## src/rtl/rip_lsu_pkg.sv

```systemverilog
// Shared constants and types for the rip load/store unit.
package rip_lsu_pkg;

   localparam logic [6:0] OPCODE_LOAD  = 7'b0000011;
   localparam logic [6:0] OPCODE_STORE = 7'b0100011;

   localparam logic [2:0] LB  = 3'b000;
   localparam logic [2:0] LH  = 3'b001;
   localparam logic [2:0] LW  = 3'b010;
   localparam logic [2:0] LBU = 3'b100;
   localparam logic [2:0] LHU = 3'b101;
   localparam logic [2:0] SB  = 3'b000;
   localparam logic [2:0] SH  = 3'b001;
   localparam logic [2:0] SW  = 3'b010;

   typedef enum logic [1:0] {IDLE, ISSUE, WAIT_RD, RESP} lsu_state_e;

   typedef struct packed {
      logic [6:0] opcode;
      logic [2:0] funct3;
   } inst_t;

   // Access size is carried in funct3[1:0] for both loads and stores:
   // 00 byte, 01 half, anything else behaves as a word.
   function automatic logic is_misaligned(logic [2:0] funct3, logic [1:0] addr_lo);
      logic mis;
      case (funct3[1:0])
         2'b00:   mis = 1'b0;
         2'b01:   mis = addr_lo[0];
         default: mis = (addr_lo != 2'b00);
      endcase
      return mis;
   endfunction

   // Low address bits after forcing natural alignment for the access size.
   function automatic logic [1:0] align_lo(logic [2:0] funct3, logic [1:0] addr_lo);
      logic [1:0] lo;
      case (funct3[1:0])
         2'b00:   lo = addr_lo;
         2'b01:   lo = {addr_lo[1], 1'b0};
         default: lo = 2'b00;
      endcase
      return lo;
   endfunction

endpackage

```

## src/rtl/rip_load_align.sv

```systemverilog
// Load data extraction: picks the addressed byte/half out of the returned
// word and sign- or zero-extends it according to funct3.
module rip_load_align
   import rip_lsu_pkg::*;
(
   input  logic [2:0]  funct3,
   input  logic [1:0]  addr_lo,
   input  logic [31:0] word,
   output logic [31:0] result
);

   logic [7:0]  byte_sel;
   logic [15:0] half_sel;

   // Lane select followed by extension; unknown funct3 returns the whole word.
   always_comb begin
      byte_sel = word[{addr_lo, 3'b000} +: 8];
      half_sel = word[{addr_lo[1], 4'b0000} +: 16];
      case (funct3)
         LB:      result = {{24{byte_sel[7]}}, byte_sel};
         LH:      result = {{16{half_sel[15]}}, half_sel};
         LBU:     result = {24'd0, byte_sel};
         LHU:     result = {16'd0, half_sel};
         default: result = word;
      endcase
   end

endmodule

```

## src/rtl/rip_lsu.sv

```systemverilog
// rip_lsu: load/store unit between execute and rip_memory.
// Optional feature macro: RIP_LSU_MISALIGN_TRAP_EN (misaligned requests
// fault without touching memory; otherwise the address is force-aligned).
//
// state   | meaning
// IDLE    | ready for a new request
// ISSUE   | strobe to memory, held while mem_busy
// WAIT_RD | read data returning, extract and extend
// RESP    | response presented until rsp_ready
module rip_lsu
   import rip_lsu_pkg::*;
#(
   parameter int DATA_WIDTH = 32,
   parameter int ADDR_WIDTH = 32
) (
   input  logic                  clk,
   input  logic                  rstn,
   input  logic                  req_valid,
   output logic                  req_ready,
   input  inst_t                 req_inst,
   input  logic [ADDR_WIDTH-1:0] req_addr,
   input  logic [DATA_WIDTH-1:0] req_wdata,
   output logic                  rsp_valid,
   input  logic                  rsp_ready,
   output logic [DATA_WIDTH-1:0] rsp_data,
   output logic                  rsp_misalign,
   output inst_t                 mem_inst,
   output logic                  mem_we,
   output logic                  mem_re,
   output logic [ADDR_WIDTH-1:0] mem_addr,
   output logic [DATA_WIDTH-1:0] mem_wdata,
   input  logic [DATA_WIDTH-1:0] mem_rdata,
   input  logic                  mem_busy
);

   lsu_state_e            state_q, state_d;
   inst_t                 inst_q, inst_d;
   logic [ADDR_WIDTH-1:0] addr_q, addr_d;
   logic [DATA_WIDTH-1:0] wdata_q, wdata_d;
   logic [DATA_WIDTH-1:0] rsp_data_q, rsp_data_d;
   logic                  rsp_mis_q, rsp_mis_d;

   logic                  req_is_mem;
   logic                  is_load_q;
   logic                  is_store_q;
   logic [31:0]           load_result;

   assign req_is_mem = (req_inst.opcode == OPCODE_LOAD) || (req_inst.opcode == OPCODE_STORE);
   assign is_load_q  = (inst_q.opcode == OPCODE_LOAD);
   assign is_store_q = (inst_q.opcode == OPCODE_STORE);

   rip_load_align u_align (
      .funct3  (inst_q.funct3),
      .addr_lo (addr_q[1:0]),
      .word    (mem_rdata),
      .result  (load_result)
   );

   // Next-state and datapath capture for the request/response sequence.
   always_comb begin
      state_d    = state_q;
      inst_d     = inst_q;
      addr_d     = addr_q;
      wdata_d    = wdata_q;
      rsp_data_d = rsp_data_q;
      rsp_mis_d  = rsp_mis_q;
      case (state_q)
         IDLE: begin
            if (req_valid) begin
               inst_d     = req_inst;
               addr_d     = req_addr;
               wdata_d    = req_wdata;
               rsp_data_d = '0;
               rsp_mis_d  = 1'b0;
               if (!req_is_mem) begin
                  state_d = RESP;
`ifdef RIP_LSU_MISALIGN_TRAP_EN
               end else if (is_misaligned(req_inst.funct3, req_addr[1:0])) begin
                  state_d    = RESP;
                  rsp_mis_d  = 1'b1;
                  rsp_data_d = DATA_WIDTH'(req_addr);
               end else begin
                  state_d = ISSUE;
               end
`else
               end else begin
                  addr_d[1:0] = align_lo(req_inst.funct3, req_addr[1:0]);
                  state_d     = ISSUE;
               end
`endif
            end
         end
         ISSUE: begin
            if (!mem_busy) begin
               state_d = is_load_q ? WAIT_RD : RESP;
            end
         end
         WAIT_RD: begin
            rsp_data_d = load_result;
            state_d    = RESP;
         end
         RESP: begin
            if (rsp_ready) begin
               state_d = IDLE;
            end
         end
         default: state_d = IDLE;
      endcase
   end

   // State and latched request/response registers.
   always_ff @(posedge clk or negedge rstn) begin
      if (!rstn) begin
         state_q    <= IDLE;
         inst_q     <= '0;
         addr_q     <= '0;
         wdata_q    <= '0;
         rsp_data_q <= '0;
         rsp_mis_q  <= 1'b0;
      end else begin
         state_q    <= state_d;
         inst_q     <= inst_d;
         addr_q     <= addr_d;
         wdata_q    <= wdata_d;
         rsp_data_q <= rsp_data_d;
         rsp_mis_q  <= rsp_mis_d;
      end
   end

   // Strobes decode straight from state so an async reset drops them at once.
   assign req_ready    = (state_q == IDLE);
   assign rsp_valid    = (state_q == RESP);
   assign rsp_data     = rsp_data_q;
   assign rsp_misalign = rsp_mis_q;
   assign mem_inst     = inst_q;
   assign mem_addr     = addr_q;
   assign mem_wdata    = wdata_q;
   assign mem_re       = (state_q == ISSUE) && is_load_q;
   assign mem_we       = (state_q == ISSUE) && is_store_q;

endmodule

```

## config.mk

```make
export PLATFORM = sky130hd
export DESIGN_NAME = rip_lsu
export DESIGN_NICKNAME = d
export VERILOG_FILES = /design/src/rtl/rip_lsu_pkg.sv /design/src/rtl/rip_load_align.sv /design/src/rtl/rip_lsu.sv
export SDC_FILE = /design/constraint.sdc
export NUM_CORES = 1
export LEC_CHECK = 0
export CORE_ASPECT_RATIO = 0.8
export CORE_MARGIN = 1.5
export CORE_UTILIZATION = 41
export DETAILED_ROUTE_END_ITERATION = 10
export PLACE_DENSITY = 0.81
export SYNTH_ARGS = -nofsm -noshare
export SYNTH_HDL_FRONTEND = slang
export SYNTH_SLANG_ARGS = --single-unit
```

## constraint.sdc

```tcl
create_clock -name clk -period 2.9 [get_ports clk]
set_input_delay 0.435 -clock clk [delete_from_list [all_inputs] [get_ports clk]]
set_output_delay 0.435 -clock clk [all_outputs]
set_load 0.01 [all_outputs]
```

==> results of run 1 <==
==> power groups by stage <==
stage	sequential, mW	clock (mW)	combinational [mW]
6_report	2.70	1.10	3.92
5_1_grt	2.80	1.20	4.23
4_1_cts	2.71	1.14	3.97
3_5_place_dp	2.72	0	3.94
3_3_place_gp	2.68	0	3.87
2_1_floorplan	2.97	0	1.61
==> Yosys cell counts (all sizes together), types with 3 or more instances <==
cell type	n	area, um^2
a21oi	8	40.0
and3	4	25.0
buf	9	68.8
clkbuf	12	45.0
dfrtp	108	2700
ha	5	62.6
inv	4	15.0
mux2	79	890
nand2	38	143
nand2b	5	31.3
nor2	11	41.3
nor2b	25	156
nor3	3	15.0
o21ai	20	138
o22ai	8	50.1
o31ai	15	113
==> logic make-up (layout without fill, tap and decap cells) <==
kind of cell             Yosys count  after routing  synth area share [%]
adder cells (fa/ha/maj)            5              5                  1.33
other                              1              1                0.0798
multiplexers                      82             82                  19.8
flip-flops                       108            108                  57.5
AO/OA/AOI/OAI                     60             60                  9.06
AND/OR/NAND/NOR                   91             91                  9.40
buffers and inverters             25            247                  2.74
==> layout make-up <==
type / count / area, um^2 / share of cell area [%]
tap: 144 / 180 / 2.46
timing repair buffer: 228 / 2280 / 31.2
clock buffer: 11 / 233 / 3.18
inverter: 4 / 15.0 / 0.205
sequential: 108 / 2700 / 36.9
clock inverter: 4 / 26.3 / 0.359
multi-input combinational: 239 / 1880 / 25.6
==> flip-flops by register name (all words and copies together), names as in the netlist <==
signal	flops
mem_wdata	32
rsp_data	32
mem_inst	10
state_q	2
mem_addr	32
==> worst max-delay path, stage by stage, from the launching register on <==
cell and delay, ns:
dfrtp_1 0.40, nor4_1 0.38, and3_1 0.23, and3_1 0.16, clkdlybuf4s50_1 0.53
==> per-stage QoR <==
step / std cells / util, %
2_1_floorplan: 372 / -
3_3_place_gp: 723 / 64.1
3_5_place_dp: 723 / 64.1
4_1_cts: 738 / 66.4
5_1_grt: 738 / 66.4
6_report: 738 / 66.4
==> path summary, 6_finish.rpt <==
kind,start,depth (start not counted),endpoint
setup / recovery,mem_inst[6]$_DFFE_PN0P_,4,mem_we
hold / removal,rstn,1,mem_wdata[27]$_DFFE_PN0P_
setup reg to reg,mem_addr[1]$_DFFE_PN0P_,4,rsp_data[19]$_DFFE_PN0P_
hold reg to reg,rsp_data[3]$_DFFE_PN0P_,2,rsp_data[3]$_DFFE_PN0P_
max in group asynchronous,rstn,2,mem_addr[29]$_DFFE_PN0P_
min in group clk,rsp_data[3]$_DFFE_PN0P_,2,rsp_data[3]$_DFFE_PN0P_
==> per-layer routing <==
metal	up-vias	part of all wire (%)	global-route usage, %
met5	-	0	0
met4	0	2.3	7.87
met3	24	13	11.5
met2	193	46	35.0
met1	1829	38	27.2
li1	1733	-	-
==> reports/qor.csv, run 1 <==
metric,value,unit
run status,completed,
VDD IR-drop max,0.704,mV
ys async rst share,100,%
Setup crit start kind,flip-flop,
Num Clock Sinks,108,
die width,123,um
combinational power share,50.8,%
min Tclk post-route,2.47,ns
WHS,0.0237,ns
Syn Area/Cell,12.6,um^2
final wirelength,13.5,mm
drt first pass iters,4,
remaining antenna violation count after routing,0,
full die area,12100,um^2
pre-CTS WS,0.398,ns
Wirelength per Cell,18.2,um
remaining global-route overflow,0,
largest net degree at the start of global routing,53,
Nets,706,
power consumption,7.73,mW
Mapped Cells,372,
Routability Congestion,0.871,
Resize count post-CTS,0,
Hold Buf Count CTS,0,
DP Area,7060,um^2
Initial Util,42.6,%
"commonest non-fill, non-tap cell in the layout",clkdlybuf4s50_1,
crit-path max FO,3,
max-slew headroom at the worst pin,57.8,%
RSZ-0062 raised after global routing,no,
Max Cap Viol,0,
"EDFF count, synth",0,
maximum root-to-sink buffer count,2,
drt initial violations,307,
Top Ports,222,
"commonest non-fill, non-tap cells in the layout","219 x clkdlybuf4s50_1, 108 x dfrtp_1, 79 x mux2_2, 37 x nand2_1, 25 x nor2b_1",
Pwr Density,1060,nW/um^2
Worst Setup End Kind,primary output,
worst hold path class,primary input to async pin,
core area,11000,um^2
Final Setup Violations,0,
CTS HTree Levels,3,
Skew-Pair Late Insertion Delay,0.34,ns
layout cells sized above 1,19.5,%
Layout area overhead,55.8,%
vias in the first global route,4066,
Num CTS Buffers,9,
first-pass GRT wire length,20.9,mm
"Hold Violations, Final",0,
Int Power,5.08,mW
register area share after synthesis,57.5,%
fmax,404,MHz
gr usage total,22.6,%
Static Leakage,3.08,nW
Synth Warn #,0,
post-synthesis register bit count,108,
Seq pwr share,35.0,%
CP arrival,2.04,ns
Antenna diodes,0,
"Clk pin slew, worst setup/hold paths",0.07,ns
R2R Setup Slk,0.87,ns
number of distinct library cells after synthesis,34,
CTS Root Cell,clkbuf_16,
Die H,98.7,um
CTS tree,built,
post-layout worst setup margin,0.425,ns
final period utilization,85.3,%
TNS Setup,0,ns
Post-CTS Setup Bufs,0,
worst path required time,2.47,ns
DRC Markers,0,
Placement Rows,34,
Port Buffer Count,220,
worst clock skew,0.00492,ns
post-synth net total,488,
Finished Cell Area,7320,um^2
mapped cell area,4700,um^2
Clock power frac,14.3,%
initial antenna violation count,0,
Setup Crit Path Kind,flip-flop to primary output,
switching part of the total,34.3,%
Worst-Margin Slew,0.632,ns
Detail Placement HPWL,10.2,mm
top_reg_cell synth,dfrtp_1,
via count,3779,
Vias/cell,5.12,
Sw Pwr,2.65,mW
Max Slew Vio Count,0,
filler instances,827,
No activity file was read; power rests on OpenSTA's default activity.
==> run 2: changes to the inputs <==
--- a/config.mk
+++ b/config.mk
@@ -10,6 +10,7 @@
 export CORE_UTILIZATION = 41
 export DETAILED_ROUTE_END_ITERATION = 10
 export PLACE_DENSITY = 0.81
+export SLEW_MARGIN = 15
 export SYNTH_ARGS = -nofsm -noshare
 export SYNTH_HDL_FRONTEND = slang
 export SYNTH_SLANG_ARGS = --single-unit
==> results of run 2 <==
Same layout as run 1: the final DEF is identical, and so are final timing and power.
